## config.mk

```make
export PLATFORM = sky130hd
export DESIGN_NAME = audio_sample_port
export DESIGN_NICKNAME = d
export VERILOG_FILES = /design/src/rtl/audio_port_pkg.sv /design/src/rtl/sample_fifo.sv /design/src/rtl/audio_sample_port.sv
export SDC_FILE = /design/constraint.sdc
export NUM_CORES = 1
export LEC_CHECK = 0
export ABC_AREA = 1
export CAP_MARGIN = 10
export CORE_MARGIN = 3
export CORE_UTILIZATION = 37
export DETAILED_ROUTE_END_ITERATION = 12
export GPL_TIMING_DRIVEN = 0
export SLEW_MARGIN = 5
export SYNTH_ARGS = -nofsm -noshare
export SYNTH_HDL_FRONTEND = slang
export SYNTH_SLANG_ARGS = --single-unit
```

## constraint.sdc

```tcl
create_clock -name CLOCK_50 -period 6.1 [get_ports CLOCK_50]
set_clock_uncertainty 0.15 [all_clocks]
set_input_delay 1.22 -clock CLOCK_50 [delete_from_list [all_inputs] [get_ports CLOCK_50]]
set_output_delay 1.22 -clock CLOCK_50 [all_outputs]
set_load 0.005 [all_outputs]
```

## src/rtl/audio_port_pkg.sv

```systemverilog
// Shared types and constants for the codec audio sample port.
package audio_port_pkg;

  localparam int unsigned SAMPLE_W = 24;

  typedef logic [SAMPLE_W-1:0] sample_t;

  typedef enum logic [1:0] {
    RX_SYNC,
    RX_DELAY,
    RX_SHIFT,
    RX_SKIP
  } rx_state_t;

  typedef enum logic [1:0] {
    TX_IDLE,
    TX_SHIFT,
    TX_PAD
  } tx_state_t;

endpackage

```

## src/rtl/sample_fifo.sv

```systemverilog
// Show-ahead FIFO with pointer+count bookkeeping; push and pop in the same
// cycle are both honoured, including when full.
module sample_fifo #(
  parameter int unsigned DEPTH = 4,
  parameter int unsigned WIDTH = 24
) (
  input  logic             CLOCK_50,
  input  logic             reset,
  input  logic             i_push,
  input  logic [WIDTH-1:0] i_data,
  input  logic             i_pop,
  output logic [WIDTH-1:0] o_head,
  output logic             o_empty,
  output logic             o_full
);

  localparam int unsigned AW = (DEPTH > 1) ? $clog2(DEPTH) : 1;
  localparam int unsigned CW = $clog2(DEPTH + 1);

  logic [WIDTH-1:0] r_mem [DEPTH];
  logic [AW-1:0]    r_rd;
  logic [AW-1:0]    r_wr;
  logic [CW-1:0]    r_cnt;

  logic w_empty;
  logic w_full;
  logic w_do_pop;
  logic w_do_push;

  assign w_empty   = (r_cnt == '0);
  assign w_full    = (r_cnt == CW'(DEPTH));
  assign w_do_pop  = i_pop & ~w_empty;
  // A full FIFO still accepts a push when the head leaves in the same cycle.
  assign w_do_push = i_push & (~w_full | w_do_pop);

  // Storage, pointers and occupancy count.
  always_ff @(posedge CLOCK_50) begin
    if (reset) begin
      for (int i = 0; i < int'(DEPTH); i++) begin
        r_mem[i] <= '0;
      end
      r_rd  <= '0;
      r_wr  <= '0;
      r_cnt <= '0;
    end else begin
      if (w_do_push) begin
        r_mem[r_wr] <= i_data;
        r_wr        <= r_wr + AW'(1);
      end
      if (w_do_pop) begin
        r_rd <= r_rd + AW'(1);
      end
      case ({w_do_push, w_do_pop})
        2'b10:   r_cnt <= r_cnt + CW'(1);
        2'b01:   r_cnt <= r_cnt - CW'(1);
        default: r_cnt <= r_cnt;
      endcase
    end
  end

  assign o_head  = r_mem[r_rd];
  assign o_empty = w_empty;
  assign o_full  = w_full;

endmodule

```

## src/rtl/audio_sample_port.sv

```systemverilog
// Codec-side I2S sample port: ADC left slot into an RX FIFO, TX FIFO out to
// the DAC line duplicated into both slots. The codec is clock master; all
// pins are synchronized into CLOCK_50.
// Build option: define DAC_HOLD_LAST_EN to repeat the last sample on
// underflow instead of sending zeros.
module audio_sample_port
  import audio_port_pkg::*;
#(
  parameter int unsigned DEPTH = 4
) (
  input  logic    CLOCK_50,
  input  logic    reset,
  input  logic    AUD_BCLK,
  input  logic    AUD_ADCLRCK,
  input  logic    AUD_ADCDAT,
  input  logic    AUD_DACLRCK,
  output logic    AUD_DACDAT,
  output logic    read_ready,
  input  logic    read,
  output sample_t readdata,
  output logic    write_ready,
  input  logic    write,
  input  sample_t writedata,
  output logic    adc_overflow,
  output logic    dac_underflow
);

  localparam int unsigned CNT_W = $clog2(SAMPLE_W + 1);
  localparam int unsigned NSYNC = 4;

  // Synchronizer bit order: {DACLRCK, ADCDAT, ADCLRCK, BCLK}
  logic [NSYNC-1:0] r_meta;
  logic [NSYNC-1:0] r_sync;
  logic [2:0]       r_prev;   // {DACLRCK, ADCLRCK, BCLK}

  logic w_bclk_rise;
  logic w_bclk_fall;
  logic w_adclrck_fall;
  logic w_daclrck_fall;
  logic w_daclrck_rise;
  logic w_adcdat;

  // Two-flop synchronizers plus previous-value register for edge detection.
  always_ff @(posedge CLOCK_50) begin
    if (reset) begin
      r_meta <= '0;
      r_sync <= '0;
      r_prev <= '0;
    end else begin
      r_meta <= {AUD_DACLRCK, AUD_ADCDAT, AUD_ADCLRCK, AUD_BCLK};
      r_sync <= r_meta;
      r_prev <= {r_sync[3], r_sync[1], r_sync[0]};
    end
  end

  assign w_bclk_rise    =  r_sync[0] & ~r_prev[0];
  assign w_bclk_fall    = ~r_sync[0] &  r_prev[0];
  assign w_adclrck_fall = ~r_sync[1] &  r_prev[1];
  assign w_adcdat       =  r_sync[2];
  assign w_daclrck_fall = ~r_sync[3] &  r_prev[2];
  assign w_daclrck_rise =  r_sync[3] & ~r_prev[2];

  // ---------------------------------------------------------------- RX path
  rx_state_t        r_rx_state;
  rx_state_t        w_rx_state_nxt;
  sample_t          r_rx_shift;
  sample_t          w_rx_shift_nxt;
  logic [CNT_W-1:0] r_rx_cnt;
  logic [CNT_W-1:0] w_rx_cnt_nxt;
  logic             r_rx_push;
  logic             w_rx_push_nxt;

  logic             w_rx_empty;
  logic             w_rx_full;
  sample_t          w_rx_head;
  logic             r_adc_overflow;

  // RX state and deserializer registers.
  always_ff @(posedge CLOCK_50) begin
    if (reset) begin
      r_rx_state <= RX_SYNC;
      r_rx_shift <= '0;
      r_rx_cnt   <= '0;
      r_rx_push  <= 1'b0;
    end else begin
      r_rx_state <= w_rx_state_nxt;
      r_rx_shift <= w_rx_shift_nxt;
      r_rx_cnt   <= w_rx_cnt_nxt;
      r_rx_push  <= w_rx_push_nxt;
    end
  end

  // RX next-state: align to a left-slot start, skip the delay bit, take SAMPLE_W bits.
  always_comb begin
    w_rx_state_nxt = r_rx_state;
    w_rx_shift_nxt = r_rx_shift;
    w_rx_cnt_nxt   = r_rx_cnt;
    w_rx_push_nxt  = 1'b0;
    case (r_rx_state)
      RX_SYNC: begin
        if (w_adclrck_fall) w_rx_state_nxt = RX_DELAY;
      end
      RX_DELAY: begin
        if (w_bclk_rise) begin
          w_rx_state_nxt = RX_SHIFT;
          w_rx_cnt_nxt   = '0;
        end
      end
      RX_SHIFT: begin
        if (w_adclrck_fall) begin
          // Slot ended early: drop the fragment and restart on this frame.
          w_rx_state_nxt = RX_DELAY;
        end else if (w_bclk_rise) begin
          w_rx_shift_nxt = {r_rx_shift[SAMPLE_W-2:0], w_adcdat};
          w_rx_cnt_nxt   = r_rx_cnt + CNT_W'(1);
          if (r_rx_cnt == CNT_W'(SAMPLE_W - 1)) begin
            w_rx_state_nxt = RX_SKIP;
            w_rx_push_nxt  = 1'b1;
          end
        end
      end
      RX_SKIP: begin
        if (w_adclrck_fall) w_rx_state_nxt = RX_DELAY;
      end
      default: w_rx_state_nxt = RX_SYNC;
    endcase
  end

  sample_fifo #(
    .DEPTH (DEPTH),
    .WIDTH (SAMPLE_W)
  ) u_rx_fifo (
    .CLOCK_50 (CLOCK_50),
    .reset    (reset),
    .i_push   (r_rx_push),
    .i_data   (r_rx_shift),
    .i_pop    (read),
    .o_head   (w_rx_head),
    .o_empty  (w_rx_empty),
    .o_full   (w_rx_full)
  );

  // Sticky flag for a completed ADC word that found no room.
  always_ff @(posedge CLOCK_50) begin
    if (reset) begin
      r_adc_overflow <= 1'b0;
    end else if (r_rx_push && w_rx_full && !read) begin
      r_adc_overflow <= 1'b1;
    end
  end

  // ---------------------------------------------------------------- TX path
  tx_state_t        r_tx_state;
  tx_state_t        w_tx_state_nxt;
  sample_t          r_tx_word;
  sample_t          w_tx_word_nxt;
  sample_t          r_tx_shift;
  sample_t          w_tx_shift_nxt;
  logic [CNT_W-1:0] r_tx_cnt;
  logic [CNT_W-1:0] w_tx_cnt_nxt;
  logic             r_dacdat;
  logic             w_dacdat_nxt;
  logic             w_tx_pop;
  logic             w_unf_set;

  logic             w_tx_empty;
  logic             w_tx_full;
  sample_t          w_tx_head;
  logic             r_dac_underflow;

  sample_fifo #(
    .DEPTH (DEPTH),
    .WIDTH (SAMPLE_W)
  ) u_tx_fifo (
    .CLOCK_50 (CLOCK_50),
    .reset    (reset),
    .i_push   (write),
    .i_data   (writedata),
    .i_pop    (w_tx_pop),
    .o_head   (w_tx_head),
    .o_empty  (w_tx_empty),
    .o_full   (w_tx_full)
  );

  // TX state, held word, serializer and the registered DAC pin.
  always_ff @(posedge CLOCK_50) begin
    if (reset) begin
      r_tx_state <= TX_IDLE;
      r_tx_word  <= '0;
      r_tx_shift <= '0;
      r_tx_cnt   <= '0;
      r_dacdat   <= 1'b0;
    end else begin
      r_tx_state <= w_tx_state_nxt;
      r_tx_word  <= w_tx_word_nxt;
      r_tx_shift <= w_tx_shift_nxt;
      r_tx_cnt   <= w_tx_cnt_nxt;
      r_dacdat   <= w_dacdat_nxt;
    end
  end

  // TX next-state: load on each LRCK edge, emit MSB-first on BCLK falls, then pad.
  always_comb begin
    w_tx_state_nxt = r_tx_state;
    w_tx_word_nxt  = r_tx_word;
    w_tx_shift_nxt = r_tx_shift;
    w_tx_cnt_nxt   = r_tx_cnt;
    w_dacdat_nxt   = r_dacdat;
    w_tx_pop       = 1'b0;
    w_unf_set      = 1'b0;
    if (w_daclrck_fall) begin
      if (!w_tx_empty) begin
        w_tx_pop      = 1'b1;
        w_tx_word_nxt = w_tx_head;
      end else begin
        w_unf_set     = 1'b1;
`ifdef DAC_HOLD_LAST_EN
        w_tx_word_nxt = r_tx_word;
`else
        w_tx_word_nxt = '0;
`endif
      end
      w_tx_shift_nxt = w_tx_word_nxt;
      w_tx_cnt_nxt   = '0;
      w_dacdat_nxt   = 1'b0;
      w_tx_state_nxt = TX_SHIFT;
    end else if (w_daclrck_rise && (r_tx_state != TX_IDLE)) begin
      // Right slot repeats the left-slot word.
      w_tx_shift_nxt = r_tx_word;
      w_tx_cnt_nxt   = '0;
      w_dacdat_nxt   = 1'b0;
      w_tx_state_nxt = TX_SHIFT;
    end else if (w_bclk_fall) begin
      case (r_tx_state)
        TX_SHIFT: begin
          w_dacdat_nxt   = r_tx_shift[SAMPLE_W-1];
          w_tx_shift_nxt = {r_tx_shift[SAMPLE_W-2:0], 1'b0};
          w_tx_cnt_nxt   = r_tx_cnt + CNT_W'(1);
          if (r_tx_cnt == CNT_W'(SAMPLE_W - 1)) w_tx_state_nxt = TX_PAD;
        end
        TX_PAD:  w_dacdat_nxt = 1'b0;
        default: w_dacdat_nxt = 1'b0;
      endcase
    end
  end

  // Sticky flag for a frame that started with nothing queued.
  always_ff @(posedge CLOCK_50) begin
    if (reset) begin
      r_dac_underflow <= 1'b0;
    end else if (w_unf_set) begin
      r_dac_underflow <= 1'b1;
    end
  end

  assign read_ready    = ~w_rx_empty;
  assign readdata      = w_rx_head;
  assign write_ready   = ~w_tx_full;
  assign AUD_DACDAT    = r_dacdat;
  assign adc_overflow  = r_adc_overflow;
  assign dac_underflow = r_dac_underflow;

endmodule

```

==> summary.md <==
| Metric | Value |
|---|---|
| Antenna violations before repair | `0` |
| Core Util, Final | `0.4446` |
| # hold bufs at CTS | `0` |
| Post-DP HPWL | `21390 um` |
| Core Footprint | `0.03696 mm^2` |
| CP Max Fanout | `24` |
| Final std cells w/o fill | `2247` |
| H-tree depth | `2` |
| CP required | `5.96 ns` |
| # DRC | `0` |
| RSZ-0062 raised after global routing | `false` |
| Chip height | `200.5 um` |
| DR vias | `10.23k` |
| Routed vias/inst | `4.551` |
| Yosys reg bits | `311` |
| Post-CTS sizing | `0` |
| IR drop worst, VDD | `0.1907 mV` |
| Pre-CTS WS | `1.228 ns` |
| Setup TNS | `0 ns` |
| DR WL/cell | `13.85 um` |
| Measured slew at the worst slew-check pin | `1.017 ns` |
| Max Cap Violations | `0` |
| Critical Path Max Stage Delay | `0.86 ns` |
| RD Place Congestion | `0.7724` |
| Number of global-route vias before repair | `9940` |
| NumNets Final | `1757` |
| CTS Sinks | `311` |
| Port bufs | `60` |
| Worst-Skew Late Latency | `0.53 ns` |
| CP max-delay cell | `nand2_1` |
| Register area share after synthesis | `0.5819` |
| Die Span X | `200.5 um` |
| Clock tree root buffer cell | `clkbuf_16` |
| Clock Tree Buf Depth | `3` |
| Routed WL | `31120 um` |
| Largest net degree at the start of global routing | `25` |
| Fill cell count | `3623` |
| Share of cells above drive strength 1 | `0.1033` |
| Hold_ws | `0.2340 ns` |
| Starting density of the core | `0.3788` |
| Final Max Tran Viols | `0` |
| Max Freq | `0.2461 GHz` |
| Synth unique cells | `32` |
| # Post-CTS Setup Buffers | `0` |
| Most common cell after layout, fill and taps aside | `nand2_1` |
| Total power | `4.914 mW` |
| Static Leak | `6.497 nW` |
| Post-DRT Antenna Nets | `0` |
| Top-area cell type share of the netlist area | `0.4118` |
| Total GRT Usage | `0.1543` |
| Crit path DAT | `3.92 ns` |
| Router iterations before antenna repair | `5` |
| Hold Crit Class | `reg -> reg` |
| DR iter-0 viols | `607` |
| CP Capture Type | `flop` |
| DP Area | `0.01532 mm^2` |
| P&R area growth vs syn | `17.37%` |
| Synth Cell Area | `0.01400 mm^2` |
| Most frequent cells in the layout | `308 x nand2_1, 276 x inv_1, 244 x nor2_1` |
| TritonCTS clock tree | `yes` |
| Outcome | `complete, no violations` |
| Worst-path clk slew | `0.06 ns` |
| Top post-synthesis cells by area | `edfxtp_1 41%, dfxtp_1 17%, nand2_1 8.3%` |
| First-pass GRT wire length | `50680 um` |
| I/O pin count | `61` |
| Tmin final | `4.064 ns` |
| Worst setup margin | `2.036 ns` |
| Row count | `70` |
| Critical path cell sequence | `clkdlybuf4s50_1, inv_2, buf_2, clkbuf_1, nand2_1` |
| Finished Cell Area | `0.01643 mm^2` |
| Power density cells | `299.1 mW/mm^2` |
| CTS buffer count | `35` |
| Synth area leader | `edfxtp_1` |
| Yosys Warn Count | `0` |
| Period utilization | `0.6662` |
| Setup-failing EPs final | `0` |
| CP Launch Type | `input port` |
| N_diodes | `0` |
| Final Hold Viols | `0` |
| Post-placement cell count | `2182` |
| Slew Limit Headroom | `0.3219` |
| Average size of a mapped cell | `8.659 um^2` |
| Total gr overflow | `0` |
| DIE AREA | `0.04021 mm^2` |
| Post-Synthesis Cells | `1617` |
| Syn_nets | `1658` |
| Setup CP Type | `in -> reg` |
==> Yosys cell counts, drive strengths merged <==
master	instances
ha	7
nand4	3
xnor2	1
fa	2
nor3	2
a22oi	1
o21ai	94
nand3	85
o211ai	1
dfxtp	119
nand2	316
inv	301
edfxtp	192
o22ai	26
a31oi	2
buf	31
or2	1
clkbuf	43
nor2	294
a21oi	94
nor3b	2
==> where the power goes <==
| group | internal, mW | leakage (nW) | total, mW | switching [mW] |
|---|---|---|---|---|
| clock network | 1.16 | 0.543 | 2.00 | 0.841 |
| registers | 2.34 | 2.92 | 2.38 | 0.0368 |
| logic | 0.201 | 3.03 | 0.533 | 0.332 |
| total | 3.70 | 6.50 | 4.91 | 1.21 |
==> worst max-delay path, delay by kind of cell <==
kind,cells,cell delay (ns)
AND/OR/NAND/NOR,1,0.86
buffers and inverters,4,1.83
==> cell type report <==
| cell class | count | area, um^2 | area share |
|---|---|---|---|
| flip-flops and latches | 311 | 8148 | 0.4958 |
| plain buffers | 74 | 386.6 | 0.02353 |
| repair buffers | 62 | 643.1 | 0.03913 |
| multi-input cells | 931 | 4398 | 0.2676 |
| well taps | 504 | 630.6 | 0.03837 |
| clock buffers | 50 | 1011 | 0.06152 |
| inverters | 301 | 1132 | 0.06891 |
| clock inverters | 14 | 83.83 | 0.005101 |
==> metal layers <==
metal | track usage | wire (um) | vias up | share of wire
met1 | 0.1939 | 13590 | 4666 | 0.44
li1 | - | - | 5299 | -
met4 | 0.04216 | 553 | 0 | 0.018
met3 | 0.02578 | 1463 | 44 | 0.047
met5 | 0 | 0 | - | 0
met2 | 0.2751 | 15510 | 217 | 0.50
==> registers in the layout (all words and copies together), names as in the netlist, 2 cells and up, named ones only <==
name and count:
u_rx_fifo.r_cnt 3, r_tx_state 2, r_prev 3, r_meta 4, u_tx_fifo.r_rd 2, r_tx_shift 24
u_rx_fifo.r_mem 96, u_rx_fifo.r_rd 2, r_rx_shift 24, r_sync 4, r_rx_cnt 5, r_rx_state 2
u_tx_fifo.r_mem 96, r_tx_word 24, u_rx_fifo.r_wr 2, u_tx_fifo.r_wr 2, u_tx_fifo.r_cnt 3, r_tx_cnt 5
==> cells by family after synthesis <==
family | after synthesis | share of synthesized area
AND/OR/NAND/NOR | 703 | 0.2190
adder cells (fa/ha/maj) | 9 | 0.009115
AO/OA/AOI/OAI | 218 | 0.08079
XOR/XNOR | 1 | 0.0006257
buffers and inverters | 375 | 0.1085
flip-flops | 311 | 0.5819
==> path summary, 6_finish.rpt <==
| path | start | end | slack, ns | cells past startpoint |
|---|---|---|---|---|
| setup reg to reg | u_tx_fifo.r_cnt[0]$_SDFFE_PP0P_ | u_tx_fifo.r_mem[0][19]$_SDFFCE_PN0P_ | 3.53 | 8 |
| setup / recovery | reset | u_rx_fifo.r_mem[0][4]$_SDFFCE_PN0P_ | 2.04 | 5 |
| hold / removal | r_meta[0]$_SDFF_PP0_ | r_sync[0]$_SDFF_PP0_ | 0.23 | 2 |
| hold reg to reg | r_meta[0]$_SDFF_PP0_ | r_sync[0]$_SDFF_PP0_ | 0.23 | 2 |
(Power assumes the default switching activity.)
